<file path="config.mk">
export PLATFORM = sky130hd
export DESIGN_NAME = mem_arbiter_flat
export DESIGN_NICKNAME = d
export VERILOG_FILES = /design/src/rtl/mem_arbiter_pkg.sv /design/src/rtl/mem_arbiter_if.sv /design/src/rtl/mem_arbiter_rr.sv /design/src/rtl/mem_arbiter.sv /design/src/flat_wrapper.sv
export SDC_FILE = /design/constraint.sdc
export NUM_CORES = 1
export LEC_CHECK = 0
export ABC_AREA = 0
export CELL_PAD_IN_SITES_DETAIL_PLACEMENT = 1
export CELL_PAD_IN_SITES_GLOBAL_PLACEMENT = 1
export CORE_MARGIN = 3
export CORE_UTILIZATION = 41
export DETAILED_ROUTE_END_ITERATION = 16
export GPL_TIMING_DRIVEN = 1
export PLACE_DENSITY = 0.86
export RECOVER_POWER = 50
export SYNTH_ARGS = -nofsm -noshare
export SYNTH_HDL_FRONTEND = slang
export SYNTH_SLANG_ARGS = --single-unit
</file>
<file path="constraint.sdc">
create_clock -name clk_in -period 5.3 [get_ports clk_in]
set_input_delay 0.53 -clock clk_in [delete_from_list [all_inputs] [get_ports clk_in]]
set_output_delay 0.53 -clock clk_in [all_outputs]
set_load 0.005 [all_outputs]
</file>
<file path="src/rtl/mem_arbiter_pkg.sv">
// rtl/mem_arbiter_pkg.sv - shared widths, size encodings and FSM states for the memory arbiter.
package mem_arbiter_pkg;

  localparam int ARB_ADDR_W = 32;
  localparam int ARB_DATA_W = 32;

  localparam logic [1:0] MEM_SIZE_BYTE = 2'b00;
  localparam logic [1:0] MEM_SIZE_HALF = 2'b01;
  localparam logic [1:0] MEM_SIZE_WORD = 2'b10;
  localparam logic [1:0] IO_ADDR_TAG   = 2'b11;

  typedef enum logic [1:0] {
    ST_IDLE = 2'b00,
    ST_RUN  = 2'b01,
    ST_DONE = 2'b10
  } state_t;

  // Illegal size 2'b11 falls through to a full word.
  function automatic logic [2:0] size_to_n(input logic [1:0] size);
    case (size)
      MEM_SIZE_BYTE: size_to_n = 3'd1;
      MEM_SIZE_HALF: size_to_n = 3'd2;
      default:       size_to_n = 3'd4;
    endcase
  endfunction

endpackage

</file>
<file path="src/rtl/mem_arbiter_if.sv">
// rtl/mem_arbiter_if.sv - icache, load/store buffer and byte RAM signal bundle for the arbiter.
interface mem_arbiter_if;
  import mem_arbiter_pkg::*;

  logic                  if_en_in;
  logic [ARB_ADDR_W-1:0] if_addr_in;
  logic                  if_rdy_out;
  logic [ARB_DATA_W-1:0] if_data_out;

  logic                  ls_en_in;
  logic                  ls_wr_in;
  logic [1:0]            ls_size_in;
  logic [ARB_ADDR_W-1:0] ls_addr_in;
  logic [ARB_DATA_W-1:0] ls_wdata_in;
  logic                  ls_rdy_out;
  logic [ARB_DATA_W-1:0] ls_rdata_out;

  logic [7:0]            mem_din_in;
  logic [7:0]            mem_dout_out;
  logic [ARB_ADDR_W-1:0] mem_a_out;
  logic                  mem_wr_out;

  modport master (
    output if_en_in, if_addr_in, ls_en_in, ls_wr_in, ls_size_in, ls_addr_in, ls_wdata_in, mem_din_in,
    input  if_rdy_out, if_data_out, ls_rdy_out, ls_rdata_out, mem_dout_out, mem_a_out, mem_wr_out
  );

  modport slave (
    input  if_en_in, if_addr_in, ls_en_in, ls_wr_in, ls_size_in, ls_addr_in, ls_wdata_in, mem_din_in,
    output if_rdy_out, if_data_out, ls_rdy_out, ls_rdata_out, mem_dout_out, mem_a_out, mem_wr_out
  );

endinterface

</file>
<file path="src/rtl/mem_arbiter_rr.sv">
// rtl/mem_arbiter_rr.sv - 2-way round-robin grant; the priority pointer flips to the side not just served.
module mem_arb_rr (
  input  logic i_clk,
  input  logic i_rstn,
  input  logic i_req_if,
  input  logic i_req_ls,
  input  logic i_upd,
  output logic o_gnt_if,
  output logic o_gnt_ls
);

  logic r_prio_ls;

  always_comb begin
    o_gnt_if = i_req_if & (~i_req_ls | ~r_prio_ls);
    o_gnt_ls = i_req_ls & (~i_req_if | r_prio_ls);
  end

  always_ff @(posedge i_clk) begin
    if (!i_rstn) begin
      r_prio_ls <= 1'b0;
    end else if (i_upd && (o_gnt_if || o_gnt_ls)) begin
      r_prio_ls <= o_gnt_if;
    end
  end

endmodule

</file>
<file path="src/rtl/mem_arbiter.sv">
// rtl/mem_arbiter.sv - icache/LSB arbiter serialising one request into 1/2/4 little-endian byte accesses.
// Define MEM_ARB_IO_STALL_EN to hold IO-space stores (addr[17:16]==2'b11) while io_full_in is high.
module mem_arbiter
  import mem_arbiter_pkg::*;
#(
  parameter int ADDR_W = ARB_ADDR_W,
  parameter int DATA_W = ARB_DATA_W
) (
  input  logic         clk_in,
  input  logic         rst_in,
  input  logic         rdy_in,
  input  logic         flush_in,
  input  logic         io_full_in,
  mem_arbiter_if.slave bus
);

  state_t              r_state;
  state_t              w_state_nx;
  logic                r_owner_ls;
  logic                r_wr;
  logic [2:0]          r_n;
  logic [2:0]          r_cnt;
  logic [ADDR_W-1:0]   r_addr;
  logic [ADDR_W-1:0]   r_mem_a;
  logic [DATA_W-1:0]   r_wdata;
  logic [DATA_W-1:0]   r_buf;
  logic [DATA_W-1:0]   r_if_data;
  logic [DATA_W-1:0]   r_ls_data;
  logic [7:0]          r_dout;
  logic                r_mem_wr;
  logic                r_if_rdy;
  logic                r_ls_rdy;

  logic                w_req_if;
  logic                w_req_ls;
  logic                w_gnt_if;
  logic                w_gnt_ls;
  logic                w_last;
  logic                w_abort;
  logic [2:0]          w_cnt_inc;
  logic [2:0]          w_cnt_dec;
  logic [ADDR_W-1:0]   w_new_addr;
  logic [ADDR_W-1:0]   w_step_addr;
  logic [DATA_W-1:0]   w_new_wdata;
  logic [DATA_W-1:0]   w_buf_nx;

  assign w_req_if = bus.if_en_in & ~flush_in;
`ifdef MEM_ARB_IO_STALL_EN
  assign w_req_ls = bus.ls_en_in
                  & ~(bus.ls_wr_in & (bus.ls_addr_in[17:16] == IO_ADDR_TAG) & io_full_in);
`else
  logic w_unused_io;
  assign w_unused_io = io_full_in;
  assign w_req_ls    = bus.ls_en_in;
`endif

  mem_arb_rr u_rr (
    .i_clk    (clk_in),
    .i_rstn   (rst_in),
    .i_req_if (w_req_if),
    .i_req_ls (w_req_ls),
    .i_upd    (rdy_in && (r_state == ST_IDLE)),
    .o_gnt_if (w_gnt_if),
    .o_gnt_ls (w_gnt_ls)
  );

  assign w_new_addr  = w_gnt_ls ? bus.ls_addr_in : bus.if_addr_in;
  assign w_new_wdata = w_gnt_ls ? bus.ls_wdata_in : '0;
  assign w_cnt_inc   = r_cnt + 3'd1;
  assign w_cnt_dec   = r_cnt - 3'd1;
  assign w_step_addr = r_addr + ADDR_W'(w_cnt_inc);
  // Reads run one extra step because each byte lands a cycle after its address.
  assign w_last      = r_wr ? (r_cnt == r_n - 3'd1) : (r_cnt == r_n);
  assign w_abort     = flush_in & ~r_owner_ls;

  always_comb begin
    w_buf_nx = r_buf;
    w_buf_nx[{w_cnt_dec[1:0], 3'b000} +: 8] = bus.mem_din_in;
  end

  always_comb begin
    w_state_nx = r_state;
    case (r_state)
      ST_IDLE: if (w_gnt_if || w_gnt_ls) w_state_nx = ST_RUN;
      ST_RUN:  if (w_abort)              w_state_nx = ST_IDLE;
               else if (w_last)          w_state_nx = ST_DONE;
      default:                           w_state_nx = ST_IDLE;
    endcase
  end

  always_ff @(posedge clk_in) begin
    if (!rst_in) begin
      r_state <= ST_IDLE;
    end else if (rdy_in) begin
      r_state <= w_state_nx;
    end
  end

  always_ff @(posedge clk_in) begin
    if (!rst_in) begin
      r_owner_ls <= 1'b0;
      r_wr       <= 1'b0;
      r_n        <= 3'd0;
      r_cnt      <= 3'd0;
      r_addr     <= '0;
      r_mem_a    <= '0;
      r_wdata    <= '0;
      r_buf      <= '0;
      r_if_data  <= '0;
      r_ls_data  <= '0;
      r_dout     <= 8'd0;
      r_mem_wr   <= 1'b0;
      r_if_rdy   <= 1'b0;
      r_ls_rdy   <= 1'b0;
    end else if (rdy_in) begin
      r_if_rdy <= 1'b0;
      r_ls_rdy <= 1'b0;
      case (r_state)
        ST_IDLE: begin
          if (w_gnt_if || w_gnt_ls) begin
            r_owner_ls <= w_gnt_ls;
            r_wr       <= w_gnt_ls & bus.ls_wr_in;
            r_n        <= w_gnt_ls ? size_to_n(bus.ls_size_in) : 3'd4;
            r_addr     <= w_new_addr;
            r_wdata    <= w_new_wdata;
            r_cnt      <= 3'd0;
            r_buf      <= '0;
            r_mem_a    <= w_new_addr;
            r_mem_wr   <= w_gnt_ls & bus.ls_wr_in;
            r_dout     <= w_new_wdata[7:0];
          end
        end
        ST_RUN: begin
          if (w_abort) begin
            r_mem_wr <= 1'b0;
          end else if (r_wr) begin
            if (w_last) begin
              r_mem_wr <= 1'b0;
              r_ls_rdy <= 1'b1;
            end else begin
              r_cnt   <= w_cnt_inc;
              r_mem_a <= w_step_addr;
              r_dout  <= r_wdata[{w_cnt_inc[1:0], 3'b000} +: 8];
            end
          end else begin
            if (r_cnt != 3'd0) r_buf <= w_buf_nx;
            if (w_last) begin
              if (r_owner_ls) begin
                r_ls_data <= w_buf_nx;
                r_ls_rdy  <= 1'b1;
              end else begin
                r_if_data <= w_buf_nx;
                r_if_rdy  <= 1'b1;
              end
            end else begin
              r_cnt   <= w_cnt_inc;
              r_mem_a <= w_step_addr;
            end
          end
        end
        default: ;
      endcase
    end
  end

  assign bus.if_rdy_out   = r_if_rdy;
  assign bus.if_data_out  = r_if_data;
  assign bus.ls_rdy_out   = r_ls_rdy;
  assign bus.ls_rdata_out = r_ls_data;
  assign bus.mem_a_out    = r_mem_a;
  assign bus.mem_dout_out = r_dout;
  assign bus.mem_wr_out   = r_mem_wr & rdy_in;

endmodule

</file>
<file path="src/flat_wrapper.sv">
// flat-port wrapper written by rule: the top's interface ports become plain ports
module mem_arbiter_flat import mem_arbiter_pkg::*;
#(
  parameter int ADDR_W = ARB_ADDR_W,
  parameter int DATA_W = ARB_DATA_W
)
  (clk_in, rst_in, rdy_in, flush_in, io_full_in, bus_if_en_in, bus_if_addr_in, bus_ls_en_in, bus_ls_wr_in, bus_ls_size_in, bus_ls_addr_in, bus_ls_wdata_in, bus_mem_din_in, bus_if_rdy_out, bus_if_data_out, bus_ls_rdy_out, bus_ls_rdata_out, bus_mem_dout_out, bus_mem_a_out, bus_mem_wr_out);
  mem_arbiter_if bus_i ();
  input  logic clk_in;
  input  logic rst_in;
  input  logic rdy_in;
  input  logic flush_in;
  input  logic io_full_in;
  input wire logic [$bits(bus_i.if_en_in)-1:0] bus_if_en_in;
  input wire logic [$bits(bus_i.if_addr_in)-1:0] bus_if_addr_in;
  input wire logic [$bits(bus_i.ls_en_in)-1:0] bus_ls_en_in;
  input wire logic [$bits(bus_i.ls_wr_in)-1:0] bus_ls_wr_in;
  input wire logic [$bits(bus_i.ls_size_in)-1:0] bus_ls_size_in;
  input wire logic [$bits(bus_i.ls_addr_in)-1:0] bus_ls_addr_in;
  input wire logic [$bits(bus_i.ls_wdata_in)-1:0] bus_ls_wdata_in;
  input wire logic [$bits(bus_i.mem_din_in)-1:0] bus_mem_din_in;
  output wire logic [$bits(bus_i.if_rdy_out)-1:0] bus_if_rdy_out;
  output wire logic [$bits(bus_i.if_data_out)-1:0] bus_if_data_out;
  output wire logic [$bits(bus_i.ls_rdy_out)-1:0] bus_ls_rdy_out;
  output wire logic [$bits(bus_i.ls_rdata_out)-1:0] bus_ls_rdata_out;
  output wire logic [$bits(bus_i.mem_dout_out)-1:0] bus_mem_dout_out;
  output wire logic [$bits(bus_i.mem_a_out)-1:0] bus_mem_a_out;
  output wire logic [$bits(bus_i.mem_wr_out)-1:0] bus_mem_wr_out;
  assign bus_i.if_en_in = bus_if_en_in;
  assign bus_i.if_addr_in = bus_if_addr_in;
  assign bus_i.ls_en_in = bus_ls_en_in;
  assign bus_i.ls_wr_in = bus_ls_wr_in;
  assign bus_i.ls_size_in = bus_ls_size_in;
  assign bus_i.ls_addr_in = bus_ls_addr_in;
  assign bus_i.ls_wdata_in = bus_ls_wdata_in;
  assign bus_i.mem_din_in = bus_mem_din_in;
  assign bus_if_rdy_out = bus_i.if_rdy_out;
  assign bus_if_data_out = bus_i.if_data_out;
  assign bus_ls_rdy_out = bus_i.ls_rdy_out;
  assign bus_ls_rdata_out = bus_i.ls_rdata_out;
  assign bus_mem_dout_out = bus_i.mem_dout_out;
  assign bus_mem_a_out = bus_i.mem_a_out;
  assign bus_mem_wr_out = bus_i.mem_wr_out;
  mem_arbiter #(.ADDR_W(ADDR_W), .DATA_W(DATA_W)) u_core (.clk_in(clk_in), .rst_in(rst_in), .rdy_in(rdy_in), .flush_in(flush_in), .io_full_in(io_full_in), .bus(bus_i));
endmodule
</file>
==> summary.md, run 1 <==
| Metric | Value |
|---|---|
| Mapped Cells | 1131 |
| Violated checks | capacitance limit, slew limit |
| CTS Hold Bufs | 0 |
| Hold crit path type | reg -> reg |
| Layout cells sized above 1 | 9.51% |
| Ys flop type | dfxtp_1 |
| Die Width | 162 um |
| CTS tree | done |
| PortBufs | 219 |
| Global-route wire length before repair | 51800 um |
| Vert. Die Dim | 162 um |
| Fin Clk Skew | 0.00790 ns |
| Wire length per cell | 20.0 um |
| Initial antenna violation count | 0 |
| CTS Buf Count | 24 |
| Setup WS post-layout | 1.43 ns |
| Fmax | 258 MHz |
| Footprint of the multi-input gates | 0.00517 mm^2 |
| PD cells | 319 mW/mm^2 |
| Largest stage delay on the critical path | 0.96 ns |
| Vias/cell | 5.64 |
| Core Region | 0.0237 mm^2 |
| Final antenna-violating net count | 0 |
| Maximum VDD drop | 0.213 mV |
| Final instance area | 0.0130 mm^2 |
| Avg Cell Area, Syn | 8.79 um^2 |
| Worst skew pair latency | 0.51 ns |
| Critical Path RT | 5.67 ns |
| FF/Latch Area | 0.00428 mm^2 |
| H-tree levels | 1 |
| Total grt overflow | 0 |
| TNS Setup | 0 ns |
| Largest net degree at the start of global routing | 83 |
| Instance area at placement | 0.0122 mm^2 |
| Total track usage | 24.2% |
| Initial Utilization | 42.0% |
| Worst-Margin Slew | 1.96 ns |
| Async S/R FF share, synth | 0% |
| Setup slack at placement | 1.84 ns |
| Crit-path max FO | 18 |
| FF+latch count, synth | 214 |
| Synth warn | 0 |
| Die ar. | 0.0262 mm^2 |
| Outcome | finished, violations left |
| Syn Nets | 1256 |
| Post-CTS Resized | 0 |
| Sequential area share after synthesis | 43.1% |
| Area leader, netlist | dfxtp_1 |
| DR vias | 9216 |
| Routability cong. | 0.763 |
| Dpl hpwl | 22100 um |
| Max Slew Vio Count | 119 |
| Root Driver | clkbuf_16 |
| IO Pins | 221 |
| RSZ-0062 raised after global routing | false |
| Residual DRC count | 0 |
| Leak | 4.97 nW |
| Number of global-route vias before repair | 9656 |
| Crit end category | flip-flop |
| Largest cells by area after synthesis | dfxtp_1 (43%), nor2_1 (7.0%), a211oi_2 (6.4%) |
| TritonRoute pass-1 iters | 4 |
| Syn Std Cell Area | 0.00994 mm^2 |
| Diode count | 0 |
| Hold Vio Cnt, Final | 0 |
| Initial DRC count | 573 |
| Critical path type | reg -> reg |
| Min Clock Period, post-route | 3.87 ns |
| CP arrival | 4.24 ns |
| Yosys cell types | 56 |
| Worst-path clk slew | 0.06 ns |
| Number of enable flip-flop cells after synthesis | 0 |
| Area delta synth->final | 31.0% |
| # setup viols final | 0 |
| Rel. slew slack | -30.9% |
| Synth top area share | 43.1% |
| Tcrit/Tclk final | 73.0% |
| Cells along the critical path | clkbuf_1 > ha_1 > xor2_1 > ha_1 > nor2b_1 > o2111ai_1 > nor4_1 > xor2_1 > o211ai_1 > a21oi_1 |
| Maxcap violations | 2 |
| Slowest-stage cell, CP | clkbuf_1 |
| Fill count | 2755 |
| Clock sink count | 214 |
| Site row count | 56 |
| Drt total wl | 32700 um |
| CTS max path bufs | 3 |
| Setup bufs post-CTS | 0 |
| Final-stage net count | 1424 |
| Crit path launch type | flip-flop |
power breakdown:
| part | switching, mW | internal, mW |
|---|---|---|
| Combinational | 0.333 | 0.260 |
| Clock | 0.675 | 1.12 |
| Sequential | 0.0670 | 1.69 |
| Total | 1.08 | 3.07 |
worst max-delay path: cells and delay by family, from the launching register on:
family                   cells  cell delay (ns)
AND/OR/NAND/NOR              2             0.82
flip-flops                   1             0.32
buffers and inverters        1             0.96
AO/OA/AOI/OAI                3             0.66
adder cells (fa/ha/maj)      2             0.56
XOR/XNOR                     2             0.39
cell usage in the layout (no fill, tap or decap), types with 9 or more instances in the layout:
cell type,count
a211oi_1,43
a211oi_2,51
a21oi_1,123
a22oi_1,25
clkbuf_16,25
clkdlybuf4s50_1,111
dfxtp_1,214
dlygate4sd3_1,108
ha_1,10
inv_1,9
mux2i_1,30
nand2_1,86
nand3_1,33
nor2_1,185
nor2b_1,35
nor3_1,38
o211ai_1,19
o21ai_0,24
xnor2_1,17
xor2_1,13
through the flow:
step / hold slack, ns / power [mW] / util, % / std cells
3_5_place_dp: 0.447 / 2.39 / 51.5 / 1592
6_report: 0.452 / 4.15 / 55.0 / 1634
2_1_floorplan: 0.432 / 2.11 / - / 1131
4_1_cts: 0.455 / 4.20 / 55.1 / 1634
3_3_place_gp: 0.441 / 2.37 / 51.5 / 1592
5_1_grt: 0.472 / 4.30 / 55.0 / 1634
layout make-up:
class,count,share of cell area (%)
multi-input cells,819,39.7
well taps,319,3.06
flip-flops and latches,214,32.9
clock buffers,33,5.42
repair buffers,230,17.5
inverters,10,0.327
clock inverters,9,1.16
flip-flops by register name (all words and copies together), names as in the netlist:
name,count
u_core.r_wdata,32
u_core.bus.if_data_out,32
u_core.bus.ls_rdy_out,1
u_core.r_wr,1
u_core.bus.mem_dout_out,8
u_core.bus.if_rdy_out,1
u_core.u_rr.r_prio_ls,1
u_core.bus.ls_rdata_out,32
u_core.r_mem_wr,1
u_core.r_buf,32
u_core.r_cnt,3
u_core.r_addr,32
u_core.r_state,2
u_core.r_n,3
u_core.bus.mem_a_out,32
u_core.r_owner_ls,1
layer usage:
metal  part of all wire, %  vias to the layer above  global-route usage, %
met1                    41                     4539                   29.0
met2                    51                      256                   44.7
li1                      -                     4360                      -
met3                   5.2                       61                   4.11
met4                   2.7                        0                   6.63
met5                     0                        -                      0
cells by family (layout without fill, tap and decap cells):
family          after synthesis  in the layout  share of synthesized area (%)
compound gates              315            315                           23.0
simple gates                423            423                           19.4
xor+xnor                     30             30                           2.72
mux                          40             40                           5.06
flops                       214            214                           43.1
buf+inv                      98            282                           5.20
fa+ha+maj                    11             11                           1.46
Yosys cell counts, drive strengths merged (27+ instances only):
cell type  instances
nand2             86
a211oi            94
dfxtp            214
buf               41
mux2i             30
nor3              39
clkbuf            47
nand3             33
nor2b             36
nor2             187
a21oi            123
o21ai             27
worst paths after layout:
kind	from	end	slack, ns	cells after the start
min reg2reg	u_core.bus.mem_a_out[18]	u_core.bus.mem_a_out[18]	0.45	2
max	u_core.r_cnt[0]	u_core.bus.mem_a_out[26]	1.43	10
max reg2reg	u_core.r_cnt[0]	u_core.bus.mem_a_out[26]	1.43	10
min	u_core.bus.mem_a_out[18]	u_core.bus.mem_a_out[18]	0.45	2
Note: power is estimated with default switching activity, not from simulation.
==> run 2: changes to the inputs <==
CORE_UTILIZATION = 34   (was 41)
PLACE_DENSITY = 0.76   (was 0.86)
clock period = 3.3 ns   (was 5.3 ns; I/O delays follow)
==> summary.md, run 2 (synthesized netlist as in run 1, its figures left out) <==
| Metric | Value |
|---|---|
| Int Pwr | 4.80 mW |
| Hold Vio Cnt, Final | 0 |
| Most common cell after layout, fill and taps aside | dfxtp_1 |
| Critical path type | reg -> reg |
| Site row count | 61 |
| Global-route wire length before repair | 49800 um |
| Hold crit path type | in -> reg |
| Rel. slew slack | 26.1% |
| PD cells | 493 mW/mm^2 |
| Leak | 5.03 nW |
| Clock sink count | 214 |
| IO Pins | 221 |
| Worst-path clk slew | 0.06 ns |
| Setup bufs post-CTS | 0 |
| Die Width | 177 um |
| Residual DRC count | 0 |
| CP top delay family | simple AND/OR/NAND/NOR gates |
| Critical Path RT | 3.72 ns |
| Crit-path max FO | 36 |
| Post-CTS Resized | 0 |
| Worst hold margin | 0.412 ns |
| CP Buf/Inv Count | 2 |
| Diode count | 0 |
| Core Region | 0.0283 mm^2 |
| Min Clock Period, post-route | 2.99 ns |
| Hold EP | u_core.r_wr |
| R2R depth | 8 |
| Fin Clk Skew | 0.0137 ns |
| Switching Fraction | 26.0% |
| Wire length per cell | 18.1 um |
| Fill count | 3271 |
| Number of global-route vias before repair | 9083 |
| Slowest-stage cell, CP | and4_4 |
| Hold Crit Depth | 3 |
| DR vias | 9009 |
| CTS tree | done |
| Layout cells sized above 1 | 10.2% |
| Initial DRC count | 378 |
| CTS max path bufs | 3 |
| P_sw | 1.69 mW |
| Total grt overflow | 0 |
| Die ar. | 0.0313 mm^2 |
| Largest stage delay on the critical path | 0.56 ns |
| Crit end category | flip-flop |
| Worst-Margin Slew | 1.11 ns |
| H-tree levels | 1 |
| TritonRoute pass-1 iters | 4 |
| PortBufs | 219 |
| TNS Setup | 0 ns |
| Tcrit/Tclk final | 90.6% |
| Root Driver | clkbuf_16 |
| CTS Buf Count | 24 |
| Total track usage | 19.3% |
| Vert. Die Dim | 177 um |
| Drt total wl | 30900 um |
| Fmax | 335 MHz |
| # setup viols final | 0 |
| CP arrival | 3.40 ns |
| Routability cong. | 0.776 |
| Cells along the critical path | buf_4 > xor2_1 > and4_1 > o311a_1 > and4_4 > buf_12 > nor2_1 > a211oi_1 |
| Most frequent cells in the layout | dfxtp_1 (214), nor2_1 (186), a21oi_1 (123), clkdlybuf4s50_1 (113), dlygate4sd3_1 (106) |
| Final-stage net count | 1439 |
| Power share of the clock group | 42.0% |
| Initial antenna violation count | 2 |
| Crit path launch type | flip-flop |
| Critical R2R Capture | u_core.bus.ls_rdata_out[9] |
| Combinational power share | 14.6% |
| Final antenna-violating net count | 0 |
| R2r setup slk | 0.31 ns |
| Dpl hpwl | 21600 um |
| RSZ-0062 raised after global routing | false |
| Reg power frac | 43.4% |
| Vias/cell | 5.28 |
| Reg2reg start | u_core.r_cnt[0] |
| Maximum VDD drop | 0.347 mV |
| Maxcap violations | 0 |
| Area delta synth->final | 32.6% |
| Outcome | completed |
| Initial Utilization | 35.1% |
| CTS Hold Bufs | 0 |
| Worst skew pair latency | 0.51 ns |
| Largest net degree at the start of global routing | 88 |
| Hold_sp | bus_ls_wr_in |
| Max Slew Vio Count | 0 |
## run 2: area by class of cell
class / instances / area, um^2 / area share [%]
Clock buffer: 33 / 676 / 5.13
Clock inverter: 8 / 115 / 0.873
Inverter: 10 / 42.5 / 0.323
Multi-Input combinational cell: 819 / 5140 / 39.0
Sequential cell: 214 / 4280 / 32.5
Tap cell: 378 / 473 / 3.59
Timing Repair Buffer: 245 / 2450 / 18.6
## run 2: metal layers
layer | GRT usage, % | up-vias | wire length (um)
li1 | - | 4377 | -
met1 | 25.7 | 4383 | 14000
met2 | 32.7 | 199 | 14600
met3 | 3.67 | 46 | 1650
met4 | 4.16 | 4 | 682
met5 | 0 | - | 27
## run 2: worst reg2reg max path, cell delays in order, from the launching register on
cell      delay [ns]
dfxtp_1         0.49
buf_4           0.24
xor2_1          0.33
and4_1          0.31
o311a_1         0.38
and4_4          0.56
buf_12          0.27
nor2_1          0.10
a211oi_1        0.21
## run 2: stage by stage
step | instance area (um^2) | util [%] | instances | worst slack (ns) | total power [mW]
4_1_cts | 13200 | 46.8 | 1707 | 0.344 | 6.61
2_1_floorplan | 9940 | - | 1131 | 0.551 | 3.38
6_report | 13200 | 46.5 | 1707 | 0.311 | 6.49
3_3_place_gp | 12400 | 44.0 | 1666 | 0.461 | 3.84
3_5_place_dp | 12400 | 44.0 | 1666 | 0.355 | 3.87
5_1_grt | 13200 | 46.5 | 1707 | 0.0727 | 6.79
## run 2: worst max path at each step
stage / end / depth (start not counted) / slack (ns) / startpoint
2_1_floorplan: u_core.bus.mem_a_out[26] / 11 / 0.55 / u_core.r_cnt[0]
3_3_place_gp: u_core.bus.mem_a_out[24] / 11 / 0.46 / u_core.r_cnt[0]
3_5_place_dp: u_core.bus.mem_a_out[26] / 10 / 0.36 / u_core.r_cnt[0]
4_1_cts: u_core.bus.mem_a_out[26] / 10 / 0.34 / u_core.r_cnt[0]
5_1_grt: u_core.bus.ls_rdata_out[7] / 8 / 0.07 / u_core.r_cnt[0]
6_report: u_core.bus.ls_rdata_out[9] / 8 / 0.31 / u_core.r_cnt[0]
## run 2: power by group through the flow
| stage | combinational, mW | clock (mW) | sequential (mW) |
|---|---|---|---|
| CTS | 0.997 | 2.79 | 2.82 |
| finish | 0.947 | 2.73 | 2.82 |
| global placement | 0.964 | 0 | 2.87 |
| global route | 1.05 | 2.90 | 2.84 |
| detailed placement | 0.990 | 0 | 2.88 |
| floorplan | 0.531 | 0 | 2.85 |
==> run 3: changes to the inputs <==
PLACE_DENSITY = 0.82   (was 0.76)
==> summary.md, run 3 (synthesized netlist as in run 1, its figures left out) <==
| Metric | Value |
|---|---|
| Layout cells sized above 1 | 10.6% |
| Cell mode on critical path | buf_4 |
| Post-CTS Resized | 0 |
| Hold crit path type | in -> reg |
| Area delta synth->final | 33.5% |
| Maxcap violations | 0 |
| Worst-Margin Slew | 1.22 ns |
| Drt total wl | 31100 um |
| Final antenna-violating net count | 0 |
| Routability cong. | 0.810 |
| Setup bufs post-CTS | 0 |
| Tcrit/Tclk final | 87.5% |
| Most common cell after layout, fill and taps aside | dfxtp_1 |
| Initial DRC count | 362 |
| Wire length per cell | 18.1 um |
| Clock sink count | 214 |
| Fin Clk Skew | 0.0149 ns |
| Int Pwr | 4.87 mW |
| H-tree levels | 1 |
| Max Slew Vio Count | 0 |
| CP arrival | 3.33 ns |
| Critical Path RT | 3.74 ns |
| Dpl hpwl | 21900 um |
| Total track usage | 19.3% |
| Metal3 WL | 1910 um |
| Combinational power share | 14.6% |
| TritonRoute pass-1 iters | 5 |
| Total grt overflow | 0 |
| PortBufs | 219 |
| Met1 wire length | 13300 um |
| Power share of the clock group | 42.4% |
| Switching Fraction | 25.8% |
| Vias/cell | 5.30 |
| Largest stage delay on the critical path | 0.72 ns |
| Worst skew pair latency | 0.52 ns |
| R2r setup slk | 0.41 ns |
| Outcome | completed |
| CTS Hold Bufs | 0 |
| Min Clock Period, post-route | 2.89 ns |
| Die ar. | 0.0313 mm^2 |
| P_sw | 1.69 mW |
| IO Pins | 221 |
| Die Width | 177 um |
| # setup viols final | 0 |
| Leak | 5.07 nW |
| Initial antenna violation count | 0 |
| Number of global-route vias before repair | 9373 |
| Vert. Die Dim | 177 um |
| Wire length on met2 | 15300 um |
| Critical path type | reg -> reg |
| Cells along the critical path | buf_4 > xor2_2 > mux2i_1 > a2111oi_0 > or3_1 > buf_4 > o211ai_1 > a21oi_1 |
| Fmax | 346 MHz |
| Final-stage net count | 1445 |
| Maximum VDD drop | 0.328 mV |
| Rel. slew slack | 18.6% |
| PD cells | 494 mW/mm^2 |
| Crit-path max FO | 17 |
| Largest net degree at the start of global routing | 84 |
| Residual DRC count | 0 |
| Most frequent cells in the layout | dfxtp_1 (214), nor2_1 (186), a21oi_1 (123), clkdlybuf4s50_1 (113), dlygate4sd3_1 (106) |
| Core Region | 0.0283 mm^2 |
| Top layer in use | met4 |
| CTS Buf Count | 25 |
| Root Driver | clkbuf_16 |
| Crit path launch type | flip-flop |
| Initial Utilization | 35.1% |
| CTS tree | done |
| Global-route wire length before repair | 49600 um |
| Fill count | 3195 |
| Reg power frac | 43.0% |
| DR vias | 9085 |
| Worst-path clk slew | 0.06 ns |
| Utilization after layout | 46.9% |
| Hold Vio Cnt, Final | 0 |
| CTS max path bufs | 3 |
| TNS Setup | 0 ns |
| Site row count | 61 |
| Slowest-stage cell, CP | a2111oi_0 |
| Crit end category | flip-flop |
| RSZ-0062 raised after global routing | false |
## run 3: cell count changes in the layout (fill, tap and decap cells not counted), sizes merged
| cell | before | now |
|---|---|---|
| buf | 24 | 28 |
| clkbuf | 35 | 39 |
| clkinv | 5 | 4 |
| diode | 0 | 1 |
## run 3: metrics by stage
stage / cell area [um^2] / hold WS (ns) / total power [mW] / std cells / setup slack (ns)
global placement: 12500 / 0.440 / 3.83 / 1671 / 0.463
finish: 13300 / 0.400 / 6.56 / 1715 / 0.412
global route: 13300 / 0.420 / 6.83 / 1714 / 0.119
detailed placement: 12500 / 0.446 / 3.86 / 1671 / 0.429
floorplan: 9940 / 0.432 / 3.38 / 1131 / 0.551
CTS: 13300 / 0.380 / 6.67 / 1714 / 0.396
## run 3: power groups by stage
| stage | Sequential, mW | Combinational (mW) | Clock, mW |
|---|---|---|---|
| after floorplan | 2.85 | 0.531 | 0 |
| after global placement | 2.87 | 0.965 | 0 |
| after detailed placement | 2.88 | 0.989 | 0 |
| after CTS | 2.82 | 0.998 | 2.85 |
| after global routing | 2.84 | 1.06 | 2.94 |
| final | 2.82 | 0.957 | 2.78 |
## run 3: layout make-up
class	instances	area, um^2	share of cell area [%]
inverter	10	42.5	0.321
clock inverter	7	110	0.830
tap	378	473	3.56
timing repair buffer	250	2490	18.8
multi-input combinational	819	5160	38.9
sequential	214	4280	32.3
clock buffer	36	707	5.33
antenna	1	2.50	0.0189
## run 3: worst max-delay path: cells and delay by family, from the launching register on
family | cells | cell delay [ns]
AOI/OAI and AO/OA | 3 | 1.03
DFF | 1 | 0.35
muxes | 1 | 0.10
buffers and inverters | 2 | 0.57
and+or+nand+nor | 1 | 0.51
xor gates and xnor gates | 1 | 0.25
## run 3: routing by layer
metal	global-route usage [%]	vias to the layer above
met3	4.27	43
met4	4.35	0
li1	-	4399
met5	0	-
met2	33.7	237
met1	24.3	4406
## run 3: worst paths after layout
kind / from / to / cells past startpoint
setup / recovery: u_core.r_cnt[0] / u_core.bus.mem_a_out[23] / 8
hold / removal: bus_ls_wr_in / u_core.r_wr / 3
setup reg to reg: u_core.r_cnt[0] / u_core.bus.mem_a_out[23] / 8
hold reg to reg: u_core.bus.mem_a_out[16] / u_core.bus.mem_a_out[16] / 2
